## src/rtl/mux_scan_pkg.sv

```systemverilog
// Shared encodings for the scanning channel multiplexer.
// Holds the FSM state type, mode constants and small elaboration helpers.
package mux_scan_pkg;

    typedef enum logic [1:0] {
        IDLE   = 2'd0,
        DIRECT = 2'd1,
        SCAN   = 2'd2
    } state_t;

    localparam logic MODE_DIRECT = 1'b0;
    localparam logic MODE_SCAN   = 1'b1;

    function automatic int ch_width(input int n);
        return (n > 1) ? $clog2(n) : 1;
    endfunction

    function automatic state_t next_state(input logic en, input logic mode);
        if (!en) return IDLE;
        return (mode == MODE_SCAN) ? SCAN : DIRECT;
    endfunction

endpackage

```

## src/rtl/mux_scan_nto1.sv

```systemverilog
// Combinational N_CH:1 channel selector.
// Select values with no matching channel return all zeros.
module mux_nto1
    import mux_scan_pkg::*;
#(
    parameter int N_CH = 16,
    parameter int W    = 1,
    localparam int CW  = ch_width(N_CH)
) (
    input  logic [N_CH*W-1:0] in,
    input  logic [CW-1:0]     sel,
    output logic [W-1:0]      out
);

    always_comb begin
        out = '0;
        for (int k = 0; k < N_CH; k++) begin
            if (sel == CW'(k)) out = in[k*W +: W];
        end
    end

endmodule

```

## src/rtl/mux_scan.sv

```systemverilog
// Channel multiplexer with a direct-select mode and a timed round-robin scan mode,
// driving a single registered valid/ready output slot.
module mux_scan
    import mux_scan_pkg::*;
#(
    parameter int N_CH  = 16,
    parameter int W     = 1,
    parameter int DWELL = 4,
    localparam int CW   = ch_width(N_CH)
) (
    input  logic              clk,
    input  logic              rst,
    input  logic [N_CH*W-1:0] in,
    input  logic [CW-1:0]     sel,
    input  logic              mode,
    input  logic              en,
    output logic [W-1:0]      out,
    output logic [CW-1:0]     out_ch,
    output logic              out_valid,
    input  logic              out_ready,
    output logic              scan_wrap
);

    localparam int DW                 = (DWELL > 1) ? $clog2(DWELL) : 1;
    localparam logic [DW-1:0] DW_LAST = DW'(DWELL - 1);
    localparam logic [CW-1:0] CH_LAST = CW'(N_CH - 1);

    state_t          state;
    state_t          state_nxt;
    logic [CW-1:0]   ch;
    logic [CW-1:0]   mux_sel;
    logic [DW-1:0]   dwell_cnt;
    logic [W-1:0]    mux_out;
    logic            slot_free;
    logic            dir_load;
    logic            scan_load;

    assign state_nxt = next_state(en, mode);
    assign slot_free = !out_valid || out_ready;
    assign dir_load  = (state == DIRECT) && slot_free;
    assign scan_load = (state == SCAN) && (dwell_cnt == DW_LAST) && slot_free;
    assign mux_sel   = (state == SCAN) ? ch : sel;

    mux_nto1 #(.N_CH(N_CH), .W(W)) u_mux (
        .in  (in),
        .sel (mux_sel),
        .out (mux_out)
    );

    // Actions follow the registered state, so a mode/en change lands one cycle later.
    always_ff @(posedge clk) begin
        if (rst) begin
            state     <= IDLE;
            out       <= '0;
            out_ch    <= '0;
            out_valid <= 1'b0;
            scan_wrap <= 1'b0;
            ch        <= '0;
            dwell_cnt <= '0;
        end else begin
            state     <= state_nxt;
            scan_wrap <= scan_load && (ch == CH_LAST);

            if (dir_load || scan_load) begin
                out       <= mux_out;
                out_ch    <= mux_sel;
                out_valid <= 1'b1;
            end else if (out_ready) begin
                out_valid <= 1'b0;
            end

            if (state_nxt == SCAN && state != SCAN) begin
                ch        <= '0;
                dwell_cnt <= '0;
            end else if (state == SCAN) begin
                if (dwell_cnt != DW_LAST) begin
                    dwell_cnt <= dwell_cnt + 1'b1;
                end else if (slot_free) begin
                    // A blocked slot parks the scan here, so no channel is skipped.
                    dwell_cnt <= '0;
                    ch        <= (ch == CH_LAST) ? '0 : ch + 1'b1;
                end
            end
        end
    end

endmodule

```

## config.mk

```make
export PLATFORM = sky130hd
export DESIGN_NAME = mux_scan
export DESIGN_NICKNAME = d
export VERILOG_FILES = /design/src/rtl/mux_scan_pkg.sv /design/src/rtl/mux_scan_nto1.sv /design/src/rtl/mux_scan.sv
export SDC_FILE = /design/constraint.sdc
export NUM_CORES = 1
export LEC_CHECK = 0
export CORE_MARGIN = 2
export CORE_UTILIZATION = 35
export DETAILED_ROUTE_END_ITERATION = 8
export GPL_TIMING_DRIVEN = 0
export MAX_ROUTING_LAYER = met4
export PLACE_DENSITY = 0.62
export SLEW_MARGIN = 20
export SYNTH_ARGS = -nofsm -noshare
export SYNTH_HDL_FRONTEND = slang
export SYNTH_SLANG_ARGS = --single-unit
```

## constraint.sdc

```tcl
create_clock -name clk -period 1.4 [get_ports clk]
set_input_delay 0.28 -clock clk [delete_from_list [all_inputs] [get_ports clk]]
set_output_delay 0.28 -clock clk [all_outputs]
set_load 0.1 [all_outputs]
```

== After elaboration in Yosys (flattened, before gate mapping) ==
Index checks and enable logic that the tools add are counted.
W data, S select, Z words.

* Muxes and demuxes: 24
* Eq/ne operators: 22
* Reduce and logical (&&, ||, !) cells: 14
* Add/sub/neg operators: 2
* Bitwise gates (word level): 1

{| class="wikitable"
|+ Operator list
! operator !! number
|-
| $eq A4 B4 Y1 const B || 9
|-
| $mux W1 || 18
|-
| $eq A4 B3 Y1 const B || 4
|-
| $eq A4 B2 Y1 const B || 2
|-
| $mux W2 || 4
|-
| $mux W4 || 2
|-
| $eq A2 B2 Y1 const B || 3
|-
| $logic_and A1 B1 Y1 || 5
|-
| $add A4 B1 Y4 const B || 1
|-
| $eq A4 B1 Y1 const B || 1
|-
| $logic_not A4 Y1 || 1
|-
| $ne A2 B2 Y1 const B || 2
|-
| $reduce_bool A2 Y1 || 2
|-
| $reduce_and A3 Y1 || 1
|-
| $add A2 B1 Y2 const B || 1
|-
| $eq A2 B1 Y1 const B || 1
|-
| $logic_or A1 B1 Y1 || 2
|-
| $reduce_and A2 Y1 || 1
|-
| $reduce_or A2 Y1 || 1
|-
| $logic_not A1 Y1 || 1
|-
| $not A1 Y1 || 1
|}

* Output and inout port bits: 7
* Word-level logic and storage cells: 70
* Input bits: 25
* Register bits: 15

== Logic depth before layout (Yosys ltp) ==
* Depth in word-level cells: 19
* Mapped depth: 8
* Depth with buffers taken out: 7

== Cells and area by module ==
From an unflattened synthesis, not the netlist that was laid out.

* Cells, all modules: 90
* Area, all modules: 929.6 sq um

{| class="wikitable"
|+ Modules (own cells, without submodules)
! module !! area each (sq um) !! seq. area each (sq um) !! cells each !! instances
|-
| mux_scan || 759.5 || 300.3 || 74 || 1
|-
| mux_nto1 || 170.2 || 0.0 || 16 || 1
|}

== Least setup slack after synthesis ==
OpenSTA, ideal clock, no wires.

* Path kind: reg-to-reg
* Start: register out_valid
* End: register out
* Setup slack: -0.587 ns
* Required time: 1.270 ns
* Library setup time: 0.130 ns
* Cell stages (with the launch flop): 8
* Clock period less this slack: 1.987 ns
* Data arrival time: 1.857 ns
* Path buffers: 1
* Cell sequence: dfxtp_1 > nor2b_1 > a21oi_2 > buf_4 > nor2_1 > nor3_1 > o21ai_0 > o22ai_1

* Longest elaborated chain between the ends: 4
* Elaborated cells on any way between the ends: 5
* Those cells by class: reduce/logical (5)

{| class="wikitable"
|+ Ends and longest elaborated chain
! what !! line !! text
|-
| start: declaration || mux_scan.sv:19 || <nowiki>output logic out_valid,</nowiki>
|-
| start signal: assignment || mux_scan.sv:56 || <nowiki>out_valid <= 1'b0;</nowiki>
|-
| start signal: assignment || mux_scan.sv:67 || <nowiki>out_valid <= 1'b1;</nowiki>
|-
| start signal: assignment || mux_scan.sv:69 || <nowiki>out_valid <= 1'b0;</nowiki>
|-
| $logic_not A1 Y1 (*) || mux_scan.sv:39 || <nowiki>assign slot_free = !out_valid || out_ready;</nowiki>
|-
| $logic_or A1 B1 Y1 (*) || mux_scan.sv:39 ||
|-
| $logic_and A1 B1 Y1, on equally long branches || mux_scan.sv:40, mux_scan.sv:41 ||
|-
| $logic_or A1 B1 Y1 (*) || mux_scan.sv:64 || <nowiki>if (dir_load || scan_load) begin</nowiki>
|-
| end signal: assignment || mux_scan.sv:65 || <nowiki>out <= mux_out;</nowiki>
|-
| end: declaration || mux_scan.sv:17 || <nowiki>output logic [W-1:0] out,</nowiki>
|}

Mark *: on every way between the ends. The rest lies on a longest branch, timed or not.
A chain may end at the register's enable or synchronous reset.

== Worst setup path after layout ==
* Start: register state[0]
* End: register out

* Longest elaborated chain between the ends: 19
* Elaborated cells on any way between the ends: 39
* Those cells by class: eq/ne (17); mux (17); reduce/logical (5)

{| class="wikitable"
|+ Ends and longest elaborated chain
! what !! line !! text
|-
| start: declaration || mux_scan.sv:28 || <nowiki>state_t state;</nowiki>
|-
| start signal: assignment || mux_scan.sv:61 || <nowiki>state <= state_nxt;</nowiki>
|-
| $eq A2 B2 Y1 || mux_scan.sv:41, mux_scan.sv:42 ||
|-
| $mux W4 || mux_scan.sv:42 || <nowiki>assign mux_sel = (state == SCAN) ? ch : sel;</nowiki>
|-
| $logic_not A4 Y1 || mux_scan_nto1.sv:18 || <nowiki>if (sel == CW'(k)) out = in[k*W +: W];</nowiki>
|-
| $mux W1 (16 in a row) || mux_scan_nto1.sv:18 ||
|}

Several ways; a longest one is shown, not always the timed one.

==> results.toml <==
[drt]
post_drt_wl_per_cell_um = 14.2
drt-initial-drc-count = 15
ant_nets = 0
wl_um = 2660
viasPerCell = 5.35
drt_pass1_iterations = 4
num_vias = 1006
post-route-drc-count = 0

[worst_setup_path]
r2r_slack_ns = -0.28
path_max_fanout = 5
start_kind = "flip-flop"
cp.required_ns = 1.58
critPathTopFamily = "multiplexers"
cp_cell_sequence = "nand2b_4, mux2i_4, buf_4, mux2i_1, a21oi_1, o22ai_1, o22ai_1"
end_kind = "flip-flop"
cp_slowest_cell = "dfxtp_2"
cpMostUsedCell = "o22ai_1"
critPathKind = "flip-flop to flip-flop"
crit_buf_inv = 1
critPathMaxStageDelay_ns = 0.36
crit_arrival_ns = 1.86

[timing]
fin_crit_sh_pct = 120
hold_viol_final = 0
setup_viol = 8
max_slew_margin_pct = 67.5
period_needed_ns = 1.68
hold_slack_ns = 0.503
fmax_mhz = 595
rsz0062_at_grt = "yes"
setup_ws_ns = -0.282
fin_setup_tns_ns = -0.685
fin_skew_ns = 0.0111
finalMaxSlewViolations = 0
worst_slew_pin_slew_ns = 0.491

[yosys]
synthArstFlopShare_pct = 0
synth_cell_type_count = 35
ys_warn_count = 0
yosys-top-cells-area = "dfxtp_1 31%, mux2i_1 9.2%, mux2i_4 6.9%"
seq_area_frac_synth_pct = 30.8
syn-num-nets = 136
syn_area_per_cell_um2 = 8.95
synth_top_area_cell = "dfxtp_1"
synth_area_um2 = 976
ys_ff_latch = 15
synthTopCellsByCount = "15 x dfxtp_1, 14 x nor2_1, 9 x mux2i_1, 8 x a21oi_1, 8 x nand2_1"
synth_top_area_share_pct = 30.8
synth_edf_count = 0
synth_cells = 109
synth_most_common_cell = "dfxtp_1"
synth_ff_type = "dfxtp_1"

[global_routing]
grt_pass1_vias = 962
grt_overflow = 0
grt_pass1_wl_um = 4260
antenna_found_initial = 0
track_usage_pct = 17.2
grt_max_degree = 11

[clock_tree]
cts.clk_slew.worst_paths_ns = 0.11
cts_root_buffer = "clkbuf_4"
cts_made_buffers = 3
clk_path_buf_depth = 2
numClockSinks = 15
cts_hold_buffers = 0
clk_latency_ns = 0.30
cts_tree = "yes"
h-tree-depth = 1

[finish]
area_growth_pct = 51.8
antennaDiodeCount = 0
drive_above_1_share_pct = 32.5
fin_nets = 185

[power]
p_leak_nw = 0.590
peakVddDrop_mv = 0.471
power.density_nw_per_um2 = 700

[outcome]
violations = "negative setup slack"
outcome = "finished with violations"

[min_path]
hold_path.class = "flip-flop to flip-flop"

[floorplan]
top_level_ports = 32
die_h_um = 56.8
start_util_pct = 36.0
dieArea_um2 = 3230
die_w_um = 56.8
core_um2 = 2710
row_count = 19

[place]
place.detailed.hpwl_um = 1980
dp_slack_ns = -0.490
port_buffers = 31
gp_congestion = 0.776

[flow_run]
cap_violations = 0
metrics by stage:
stage	utilization [%]	total power, mW	std cells	instance area (um^2)
6_report	54.7	1.04	188	1480
2_1_floorplan	-	0.644	109	1010
3_5_place_dp	50.1	0.763	171	1360
3_3_place_gp	50.1	0.759	171	1360
5_1_grt	54.7	1.09	188	1480
4_1_cts	51.0	1.03	179	1380
layer usage:
metal / GRT usage (%) / part of all wire (%)
met4: 4.98 / 0.94
met3: 3.69 / 4.3
met2: 30.6 / 52
met5: - / 0
met1: 19.4 / 42
sequential cells by signal (all words and copies together), names as in the netlist:
| signal | flops |
|---|---|
| ch | 4 |
| dwell_cnt | 2 |
| out | 1 |
| out_ch | 4 |
| out_valid | 1 |
| scan_wrap | 1 |
| state | 2 |
worst reg2reg max path, cell delays in order (launching register included):
cell and delay, ns:
dfxtp_2 0.36, nand2b_4 0.18, mux2i_4 0.35, buf_4 0.17, mux2i_1 0.18, a21oi_1 0.08
o22ai_1 0.17, o22ai_1 0.09
power by group:
part	internal, mW	switching [mW]
sequential	0.439	0.00936
combinational	0.150	0.168
clock	0.106	0.164
logic make-up (layout without fill, tap and decap cells):
| kind of cell | count (synthesis) | after routing | share of synthesized area [%] |
|---|---|---|---|
| adders and majority gates | 2 | 2 | 2.56 |
| AOI/OAI and AO/OA | 28 | 28 | 18.2 |
| DFF | 15 | 15 | 30.8 |
| buffers and inverters | 7 | 55 | 4.74 |
| muxes | 14 | 14 | 18.5 |
| xor gates and xnor gates | 1 | 1 | 0.898 |
| and+or+nand+nor | 42 | 42 | 24.4 |
layout make-up:
cell class | count | area (um^2)
buffer | 3 | 35.0
clock buffer | 3 | 22.5
clock inverter | 1 | 5.00
fill | 287 | 1230
inverter | 4 | 15.0
multi-input combinational | 87 | 674
sequential | 15 | 309
tap | 31 | 38.8
timing repair buffer | 44 | 382
final timing paths:
check                                 to  depth (start not counted)              startpoint
setup / recovery        out$_SDFFE_PP0P_                          7     state[0]$_SDFF_PP0_
setup reg to reg        out$_SDFFE_PP0P_                          7     state[0]$_SDFF_PP0_
hold reg to reg   out_ch[0]$_SDFFE_PP0P_                          2  out_ch[0]$_SDFFE_PP0P_
hold / removal    out_ch[0]$_SDFFE_PP0P_                          2  out_ch[0]$_SDFFE_PP0P_
cells in the final DEF, fill, tap and decap left out, drive strengths merged, types with 2 or more instances in the layout:
| cell | instances |
|---|---|
| clkdlybuf4s50 | 24 |
| buf | 22 |
| dfxtp | 15 |
| nor2 | 14 |
| mux2i | 12 |
| a21oi | 9 |
| nand2 | 8 |
| o21ai | 5 |
| a211oi | 4 |
| inv | 4 |
| clkbuf | 4 |
| a31oi | 3 |
| nor4 | 3 |
| or3 | 3 |
| nand3b | 2 |
| nand3 | 2 |
| mux2 | 2 |
| o221ai | 2 |
| o22ai | 2 |
| nor2b | 2 |
| ha | 2 |
timing repair:
| action | CTS | global route |
|---|---|---|
| resized for setup | 35 | 9 |
| buffers inserted | 4 | 8 |
| endpoints found under the setup margin | 13 | 8 |
| cloned | 0 | 1 |
| pin swaps | 2 | 5 |
Power figures use the tool's default switching activity.
